==> config.mk <==
export PLATFORM = sky130hd
export DESIGN_NAME = video_pixel_shifter_flat
export DESIGN_NICKNAME = d
export VERILOG_FILES = /design/src/rtl/video_pixel_shifter_if.sv /design/src/rtl/video_pixel_shifter.sv /design/src/flat_wrapper.sv
export SDC_FILE = /design/constraint.sdc
export NUM_CORES = 1
export LEC_CHECK = 0
export CAP_MARGIN = 20
export CORE_ASPECT_RATIO = 1.5
export CORE_MARGIN = 1
export CORE_UTILIZATION = 41
export CTS_CLUSTER_SIZE = 40
export DETAILED_ROUTE_END_ITERATION = 6
export SYNTH_ARGS = -nofsm -noshare
export SYNTH_HDL_FRONTEND = slang
export SYNTH_SLANG_ARGS = --single-unit
==> constraint.sdc <==
create_clock -name clk -period 2.6 [get_ports clk]
set_input_delay 0.39 -clock clk [delete_from_list [all_inputs] [get_ports clk]]
set_output_delay 0.39 -clock clk [all_outputs]
set_load 0.02 [all_outputs]
==> src/rtl/video_pixel_shifter_if.sv <==
// Purpose: bundles the video-queue read port and the raster output signals of video_pixel_shifter.
// Ports: q_data/q_empty come from the queue, q_rden goes back to it; pixel/de/hsync/vsync/frame_start/underflow go to the display side.
// The slave modport is the shifter; the master modport is whatever drives the queue and watches the raster.
interface video_pixel_shifter_if;
    logic [31:0] q_data;
    logic        q_empty;
    logic        q_rden;
    logic        pixel;
    logic        de;
    logic        hsync;
    logic        vsync;
    logic        frame_start;
    logic        underflow;

    modport master (
        output q_data, q_empty,
        input  q_rden, pixel, de, hsync, vsync, frame_start, underflow
    );

    modport slave (
        input  q_data, q_empty,
        output q_rden, pixel, de, hsync, vsync, frame_start, underflow
    );
endinterface

==> src/rtl/video_pixel_shifter.sv <==
// Purpose: monochrome raster generator; shifts 32-pixel words from a 1-cycle-latency queue out LSB first.
// Latency: pixel/de/hsync/vsync/frame_start are registered, one clock after the counter state producing them.
// Backpressure: none toward the display; a missing word at a load point outputs black and sets sticky underflow.
// Ports: clk (pixel clock), rst_n (sync active-low), bus (slave modport: queue read port + raster outputs).
module video_pixel_shifter #(
    parameter int   h_visible   = 1024,
    parameter int   h_front     = 24,
    parameter int   h_sync      = 136,
    parameter int   h_back      = 160,
    parameter int   v_visible   = 768,
    parameter int   v_front     = 3,
    parameter int   v_sync      = 6,
    parameter int   v_back      = 29,
    parameter logic sync_active = 1'b0
) (
    input  logic                  clk,
    input  logic                  rst_n,
    video_pixel_shifter_if.slave  bus
);
    localparam int H_TOTAL = h_visible + h_front + h_sync + h_back;
    localparam int V_TOTAL = v_visible + v_front + v_sync + v_back;
    localparam int HW      = $clog2(H_TOTAL);
    localparam int VW      = $clog2(V_TOTAL);

    localparam logic [HW-1:0] H_VIS    = HW'(h_visible);
    localparam logic [HW-1:0] H_SYNC_S = HW'(h_visible + h_front);
    localparam logic [HW-1:0] H_SYNC_E = HW'(h_visible + h_front + h_sync);
    localparam logic [HW-1:0] H_LAST   = HW'(H_TOTAL - 1);
    localparam logic [VW-1:0] V_VIS    = VW'(v_visible);
    localparam logic [VW-1:0] V_SYNC_S = VW'(v_visible + v_front);
    localparam logic [VW-1:0] V_SYNC_E = VW'(v_visible + v_front + v_sync);
    localparam logic [VW-1:0] V_LAST   = VW'(V_TOTAL - 1);

    logic [HW-1:0] r_hcnt;
    logic [VW-1:0] r_vcnt;
    logic [31:0]   r_hold;
    logic          r_hold_vld;
    logic          r_pend;
    logic [31:0]   r_shift;
    logic          r_pixel;
    logic          r_de;
    logic          r_hsync;
    logic          r_vsync;
    logic          r_frame_start;
    logic          r_underflow;

    logic w_active;
    logic w_load;
    logic w_hsync_on;
    logic w_vsync_on;
    logic w_rden;

    assign w_active   = (r_hcnt < H_VIS) && (r_vcnt < V_VIS);
    // Each 32-pixel group starts on a hcnt multiple of 32 (h_visible is a multiple of 32).
    assign w_load     = w_active && (r_hcnt[4:0] == 5'd0);
    assign w_hsync_on = (r_hcnt >= H_SYNC_S) && (r_hcnt < H_SYNC_E);
    assign w_vsync_on = (r_vcnt >= V_SYNC_S) && (r_vcnt < V_SYNC_E);
    // Gating with rst_n keeps the queue untouched while reset is held.
    assign w_rden     = rst_n && !r_hold_vld && !r_pend && !bus.q_empty;

    always_ff @(posedge clk) begin
        if (!rst_n) begin
            r_hcnt        <= '0;
            r_vcnt        <= '0;
            r_hold        <= '0;
            r_hold_vld    <= 1'b0;
            r_pend        <= 1'b0;
            r_shift       <= '0;
            r_pixel       <= 1'b0;
            r_de          <= 1'b0;
            r_hsync       <= ~sync_active;
            r_vsync       <= ~sync_active;
            r_frame_start <= 1'b0;
            r_underflow   <= 1'b0;
        end else begin
            if (r_hcnt == H_LAST) begin
                r_hcnt <= '0;
                r_vcnt <= (r_vcnt == V_LAST) ? '0 : r_vcnt + VW'(1);
            end else begin
                r_hcnt <= r_hcnt + HW'(1);
            end

            r_pend <= w_rden;

            // A pending read implies hold was empty, so a capture never clobbers an unloaded word;
            // the capture wins over a same-cycle load that found hold empty.
            if (r_pend) begin
                r_hold     <= bus.q_data;
                r_hold_vld <= 1'b1;
            end else if (w_load) begin
                r_hold_vld <= 1'b0;
            end

            // r_pixel always equals the bit that lands in r_shift[0] during active video.
            if (w_load) begin
                if (r_hold_vld) begin
                    r_shift <= r_hold;
                    r_pixel <= r_hold[0];
                end else begin
                    r_shift     <= '0;
                    r_pixel     <= 1'b0;
                    r_underflow <= 1'b1;
                end
            end else if (w_active) begin
                r_shift <= r_shift >> 1;
                r_pixel <= r_shift[1];
            end else begin
                r_pixel <= 1'b0;
            end

            r_de          <= w_active;
            r_hsync       <= w_hsync_on ? sync_active : ~sync_active;
            r_vsync       <= w_vsync_on ? sync_active : ~sync_active;
            r_frame_start <= (r_hcnt == '0) && (r_vcnt == V_VIS);
        end
    end

    assign bus.q_rden      = w_rden;
    assign bus.pixel       = r_pixel;
    assign bus.de          = r_de;
    assign bus.hsync       = r_hsync;
    assign bus.vsync       = r_vsync;
    assign bus.frame_start = r_frame_start;
    assign bus.underflow   = r_underflow;
endmodule

==> src/flat_wrapper.sv <==
// flat-port wrapper written by rule: the top's interface ports become plain ports
module video_pixel_shifter_flat 
#(
    parameter int   h_visible   = 1024,
    parameter int   h_front     = 24,
    parameter int   h_sync      = 136,
    parameter int   h_back      = 160,
    parameter int   v_visible   = 768,
    parameter int   v_front     = 3,
    parameter int   v_sync      = 6,
    parameter int   v_back      = 29,
    parameter logic sync_active = 1'b0
)
  (clk, rst_n, bus_q_data, bus_q_empty, bus_q_rden, bus_pixel, bus_de, bus_hsync, bus_vsync, bus_frame_start, bus_underflow);
  video_pixel_shifter_if bus_i ();
  input  logic clk;
  input  logic rst_n;
  input wire logic [$bits(bus_i.q_data)-1:0] bus_q_data;
  input wire logic [$bits(bus_i.q_empty)-1:0] bus_q_empty;
  output wire logic [$bits(bus_i.q_rden)-1:0] bus_q_rden;
  output wire logic [$bits(bus_i.pixel)-1:0] bus_pixel;
  output wire logic [$bits(bus_i.de)-1:0] bus_de;
  output wire logic [$bits(bus_i.hsync)-1:0] bus_hsync;
  output wire logic [$bits(bus_i.vsync)-1:0] bus_vsync;
  output wire logic [$bits(bus_i.frame_start)-1:0] bus_frame_start;
  output wire logic [$bits(bus_i.underflow)-1:0] bus_underflow;
  assign bus_i.q_data = bus_q_data;
  assign bus_i.q_empty = bus_q_empty;
  assign bus_q_rden = bus_i.q_rden;
  assign bus_pixel = bus_i.pixel;
  assign bus_de = bus_i.de;
  assign bus_hsync = bus_i.hsync;
  assign bus_vsync = bus_i.vsync;
  assign bus_frame_start = bus_i.frame_start;
  assign bus_underflow = bus_i.underflow;
  video_pixel_shifter #(.h_visible(h_visible), .h_front(h_front), .h_sync(h_sync), .h_back(h_back), .v_visible(v_visible), .v_front(v_front), .v_sync(v_sync), .v_back(v_back), .sync_active(sync_active)) u_core (.clk(clk), .rst_n(rst_n), .bus(bus_i));
endmodule
---- Word-level counts from Yosys, hierarchy flattened ----
Cells that the tools add are included.
word-level totals
  register bits ........................... 93
  output and inout port bits .............. 7
  logic and storage cells ................. 53
operators by class
  reduce and logical (&&, ||, !) cells .... 17
  $add $sub $neg .......................... 2
  muxes and demuxes ....................... 11
  $lt $le $gt $ge ......................... 6
  bitwise logic cells ..................... 2
  equal/unequal tests ..................... 3
operators with widths
  cell                                                             count
  32-bit two-way mux                                               3
  11-bit < comparator, second input constant                       2
  10-bit equality test, second input constant                      2
  10-bit < comparator, second input constant                       2
  11-bit by 1-bit adder with 11-bit output, second input constant  1
  11-bit equality test, second input constant                      1
  11-bit >= comparator, second input constant                      1
  11-bit zero test                                                 1
  10-bit by 1-bit adder with 10-bit output, second input constant  1
  10-bit >= comparator, second input constant                      1
  10-bit two-way mux                                               1
  1-bit logical AND                                                8
  1-bit two-way mux                                                7
  5-bit zero test                                                  1
  2-bit nonzero test                                               2
  1-bit zero test                                                  3
  1-bit NOT                                                        2
  2-bit AND reduction                                              1
  2-bit OR reduction                                               1

---- Longest topological paths before layout ----
  depth in word-level cells ............... 5
  gate-level depth with buffers ........... 8
  mapped depth without buffers ............ 6

---- Least setup slack after synthesis ----
OpenSTA, ideal clock, no wires.
  path kind ............................... flip-flop to flip-flop
  from .................................... register u_core.r_hcnt[7]
  to ...................................... register u_core.r_vcnt[9]
  cell stages (with the launch flop) ...... 5
  data required time ...................... 2.532 ns
  data arrival time ....................... 2.008 ns
  library setup time ...................... 0.068 ns
  setup slack ............................. 0.524 ns
  cell sequence ........................... dfxtp_1 or4b_1 or4_4 or4_4 a21oi_2
on the way
  longest elaborated chain between the ends .. 1
ends and longest elaborated chain
  element                 RTL line                   RTL
  from (decl)             video_pixel_shifter.sv:34  logic [HW-1:0] r_hcnt;
  from (signal assigned)  video_pixel_shifter.sv:80  r_hcnt <= r_hcnt + HW'(1);
  11-bit equality test    video_pixel_shifter.sv:76  if (r_hcnt == H_LAST) begin
  to (signal assigned)    video_pixel_shifter.sv:78  r_vcnt <= (r_vcnt == V_LAST) ? '0 : r_vcnt + VW'(1);
  to (decl)               video_pixel_shifter.sv:35  logic [VW-1:0] r_vcnt;
Every way passes these cells.
A chain may end at the register's enable or synchronous reset.

---- Worst setup path in the final report ----
  from .................................... register u_core.r_hcnt[6]
  to ...................................... register u_core.r_vcnt[3]
Same word-level chain as after synthesis.

==> flow_metrics.tcl <==
set metrics [dict create \
    row_count 43 \
    r2r_cells 4 \
    intPower_mw 2.337 \
    critical_path.n_buffers_inverters 0 \
    async_reset_ff_share_pct 0 \
    post-route-period-util_pct 90.14 \
    leakagePower_nw 1.987 \
    powerDensity_mw_per_mm2 628.7 \
    portBuffers 41 \
    worstHoldPathCells 1 \
    maxSlewHeadroom_pct 50.11 \
    post_cts_resized 0 \
    grt_first_pass_wirelength_um 13860 \
    cts.sinks 92 \
    maxCapViolCount 0 \
    ir_drop_uv 399.5 \
    holdBufCountCts 0 \
    track_usage_pct 18.44 \
    ys_seq_area_share_pct 46.33 \
    status "finished clean" \
    hold_path_end "u_core.r_hcnt[0]" \
    cp_slowest_stage_delay_ns 0.67 \
    pwr-share-clk_pct 42.1 \
    cts_tree "yes" \
    cts_made_buffers 9 \
    required_ns 2.80 \
    wl_um 8453 \
    area_growth_pct 20.14 \
    final_antenna_net_count 0 \
    grt_max_degree 51 \
    clk_latency_ns 0.34 \
    worstSetupPathType "flop to flop" \
    grt_pass1_vias 2958 \
    min_from "u_core.r_hcnt[0]" \
    grt_overflow 0 \
    syn_nets 475 \
    placed_area_mm2 0.004491 \
    power.share.switching_pct 22.17 \
    hp-class "flop to flop" \
    finalPower_mw 3.002 \
    start_kind "flop" \
    synthCells 434 \
    syn_area_mm2 0.003975 \
    path_cells "or4b_1 -> or4_1 -> o21ai_1 -> a21oi_1" \
    fin_crit_ns 2.344 \
    wl_per_cell_um 14.62 \
    fmax_ghz 0.4267 \
    pin_count 42 \
    num_vias 3139 \
    yosys_register_bits 92 \
    first_pass_iters 4 \
    regArea_mm2 0.001843 \
    insertedDiodeCount 0 \
    worst_pin_slew_ns 0.7467 \
    hold_viol 0 \
    clock-root-buffer "clkbuf_16" \
    die_h_um 122.6 \
    cp.depth 4 \
    critPathTopFamily "simple AND/OR/NAND/NOR gates" \
    regToRegSetupSlack_ns 0.26 \
    clk_path_buf_depth 2 \
    initial_utilization_pct 42.71 \
    clkSlewWorstSetupHoldPaths_ns 0.06 \
    nFillCells 904 \
    r2r_start "u_core.r_hcnt[6]" \
    clock_skew_ns 0.005223 \
    drive_gt1_share_pct 6.438 \
    cts_setup_buffers 0 \
    dieWidth_um 82.40 \
    setup_viol 0 \
    r2r-end "u_core.r_vcnt[3]" \
    worst_ep_arrival_time_ns 2.55 \
    drt_iter0_drc 149 \
    seqPwrFrac_pct 49.0 \
    htree_levels 3 \
    rsz0062_at_grt "no" \
    synth_warnings 0 \
    antenna_found_initial 0 \
    p_switching_mw 0.6656 \
    critPathSlowestCell "or4_1" \
    dieArea_mm2 0.01010 \
    finalInstanceArea_mm2 0.004776 \
    synthFlopType "dfxtp_1" \
    gp_congestion 0.9014 \
    dp_hpwl_um 5404 \
    multi_input_area_mm2 0.001996 \
    drc_errors 0 \
    final_net_count 503 \
    pwr-share-comb_pct 8.8 \
    ys_types 41 \
    drv_slew 0 \
    end_kind "flop" \
    synth_edf_count 0 \
    coreArea_mm2 0.009308 \
    syn_area_per_cell_um2 9.159 \
    tns_ns 0 \
    worstPathMaxFanout 16 \
    vias_per_cell 5.431 \
]
how the worst max path moves through the flow:
stage | startpoint | to | slack [ns]
after detailed placement | u_core.r_hcnt[10] | u_core.r_vcnt[3] | 0.26
after global routing | u_core.r_hcnt[10] | u_core.r_vcnt[3] | 0.06
after CTS | u_core.r_hcnt[10] | u_core.r_vcnt[3] | 0.26
final | u_core.r_hcnt[6] | u_core.r_vcnt[3] | 0.26
after floorplan | u_core.r_hcnt[7] | u_core.r_vcnt[9] | 0.52
after global placement | u_core.r_hcnt[10] | u_core.r_vcnt[6] | 0.38
per-stage QoR:
step	hold slack (ns)	cells	util [%]	worst slack, ns
finish	0.4603	578	51.31	0.2563
global route	0.5030	578	51.31	0.05586
CTS	0.4664	578	51.31	0.2575
detailed placement	0.4525	563	48.25	0.2640
global placement	0.4460	563	48.25	0.3840
floorplan	0.4297	434	-	0.5239
metal layers:
metal	track usage, %	part of all wire, %	routed length [um]	up-vias
li1	-	-	-	1584
met1	21.28	45	3779	1498
met2	31.40	50	4219	45
met3	3.271	3.2	270	12
met4	10.20	2.2	182	0
met5	0	0	0	-
logic make-up after synthesis:
logic type                 Yosys count  synth area share [%]
buffers and inverters               41                 3.903
adders and majority gates            6                 1.889
muxes                               32                 8.058
and+or+nand+nor                    198                 26.31
xor gates and xnor gates             9                 1.983
AOI/OAI and AO/OA                   56                 11.52
DFF                                 92                 46.33
sequential cells by signal, indices dropped and copies added, names as in the netlist:
signal / cells
u_core.bus.pixel: 1
u_core.bus.hsync: 1
u_core.bus.de: 1
u_core.bus.vsync: 1
u_core.r_hold: 32
u_core.r_hcnt: 11
u_core.r_hold_vld: 1
u_core.r_vcnt: 10
u_core.r_shift: 31
u_core.r_pend: 1
u_core.bus.frame_start: 1
u_core.bus.underflow: 1
power groups by stage:
stage	sequential (mW)	clock [mW]	combinational, mW
5_1_grt	1.48	1.36	0.291
6_report	1.47	1.26	0.265
3_3_place_gp	1.50	0	0.265
3_5_place_dp	1.50	0	0.268
2_1_floorplan	1.50	0	0.156
4_1_cts	1.47	1.31	0.270
layout by cell type, fill, tap and decap left out, types with 3 or more instances in the layout:
| cell | instances |
|---|---|
| clkdlybuf4s50_1 | 40 |
| inv_1 | 9 |
| o21ai_0 | 7 |
| buf_4 | 7 |
| or3_1 | 6 |
| nand2_1 | 43 |
| clkbuf_1 | 3 |
| and2_1 | 3 |
| o31ai_1 | 3 |
| mux2i_1 | 32 |
| dfxtp_1 | 91 |
| xor2_1 | 4 |
| clkbuf_16 | 9 |
| a21oi_1 | 6 |
| nor3_1 | 6 |
| nor2b_1 | 33 |
| nand3_1 | 71 |
| nor2_1 | 13 |
| o211a_1 | 30 |
| xnor2_1 | 5 |
| ha_1 | 6 |
cell usage after synthesis (all sizes together) (2+ instances only):
| master | instances | area (um^2) |
|---|---|---|
| a21boi | 2 | 15.01 |
| a21oi | 8 | 43.79 |
| and2 | 3 | 18.77 |
| and3 | 2 | 12.51 |
| and4 | 2 | 17.52 |
| buf | 3 | 12.51 |
| clkbuf | 29 | 108.9 |
| dfxtp | 92 | 1842 |
| ha | 6 | 75.07 |
| inv | 9 | 33.78 |
| mux2i | 32 | 320.3 |
| nand2 | 43 | 161.4 |
| nand2b | 2 | 12.51 |
| nand3 | 71 | 355.3 |
| nand4 | 2 | 12.51 |
| nor2 | 13 | 48.80 |
| nor2b | 33 | 206.5 |
| nor3 | 6 | 30.03 |
| nor4b | 3 | 26.28 |
| o211a | 30 | 300.3 |
| o211ai | 2 | 15.01 |
| o21ai | 8 | 40.03 |
| o31ai | 3 | 22.52 |
| or3 | 8 | 52.55 |
| or4 | 4 | 37.53 |
| or4b | 2 | 20.02 |
| xnor2 | 5 | 43.79 |
| xor2 | 4 | 35.03 |
cell type report:
type | instances | share of cell area (%)
clock buffer | 13 | 5.240
multi-input combinational | 301 | 41.79
clock inverter | 2 | 0.7336
tap | 112 | 2.934
sequential | 92 | 38.59
inverter | 9 | 0.7074
timing repair buffer | 49 | 10.01
Note: power is estimated with default switching activity, not from simulation.
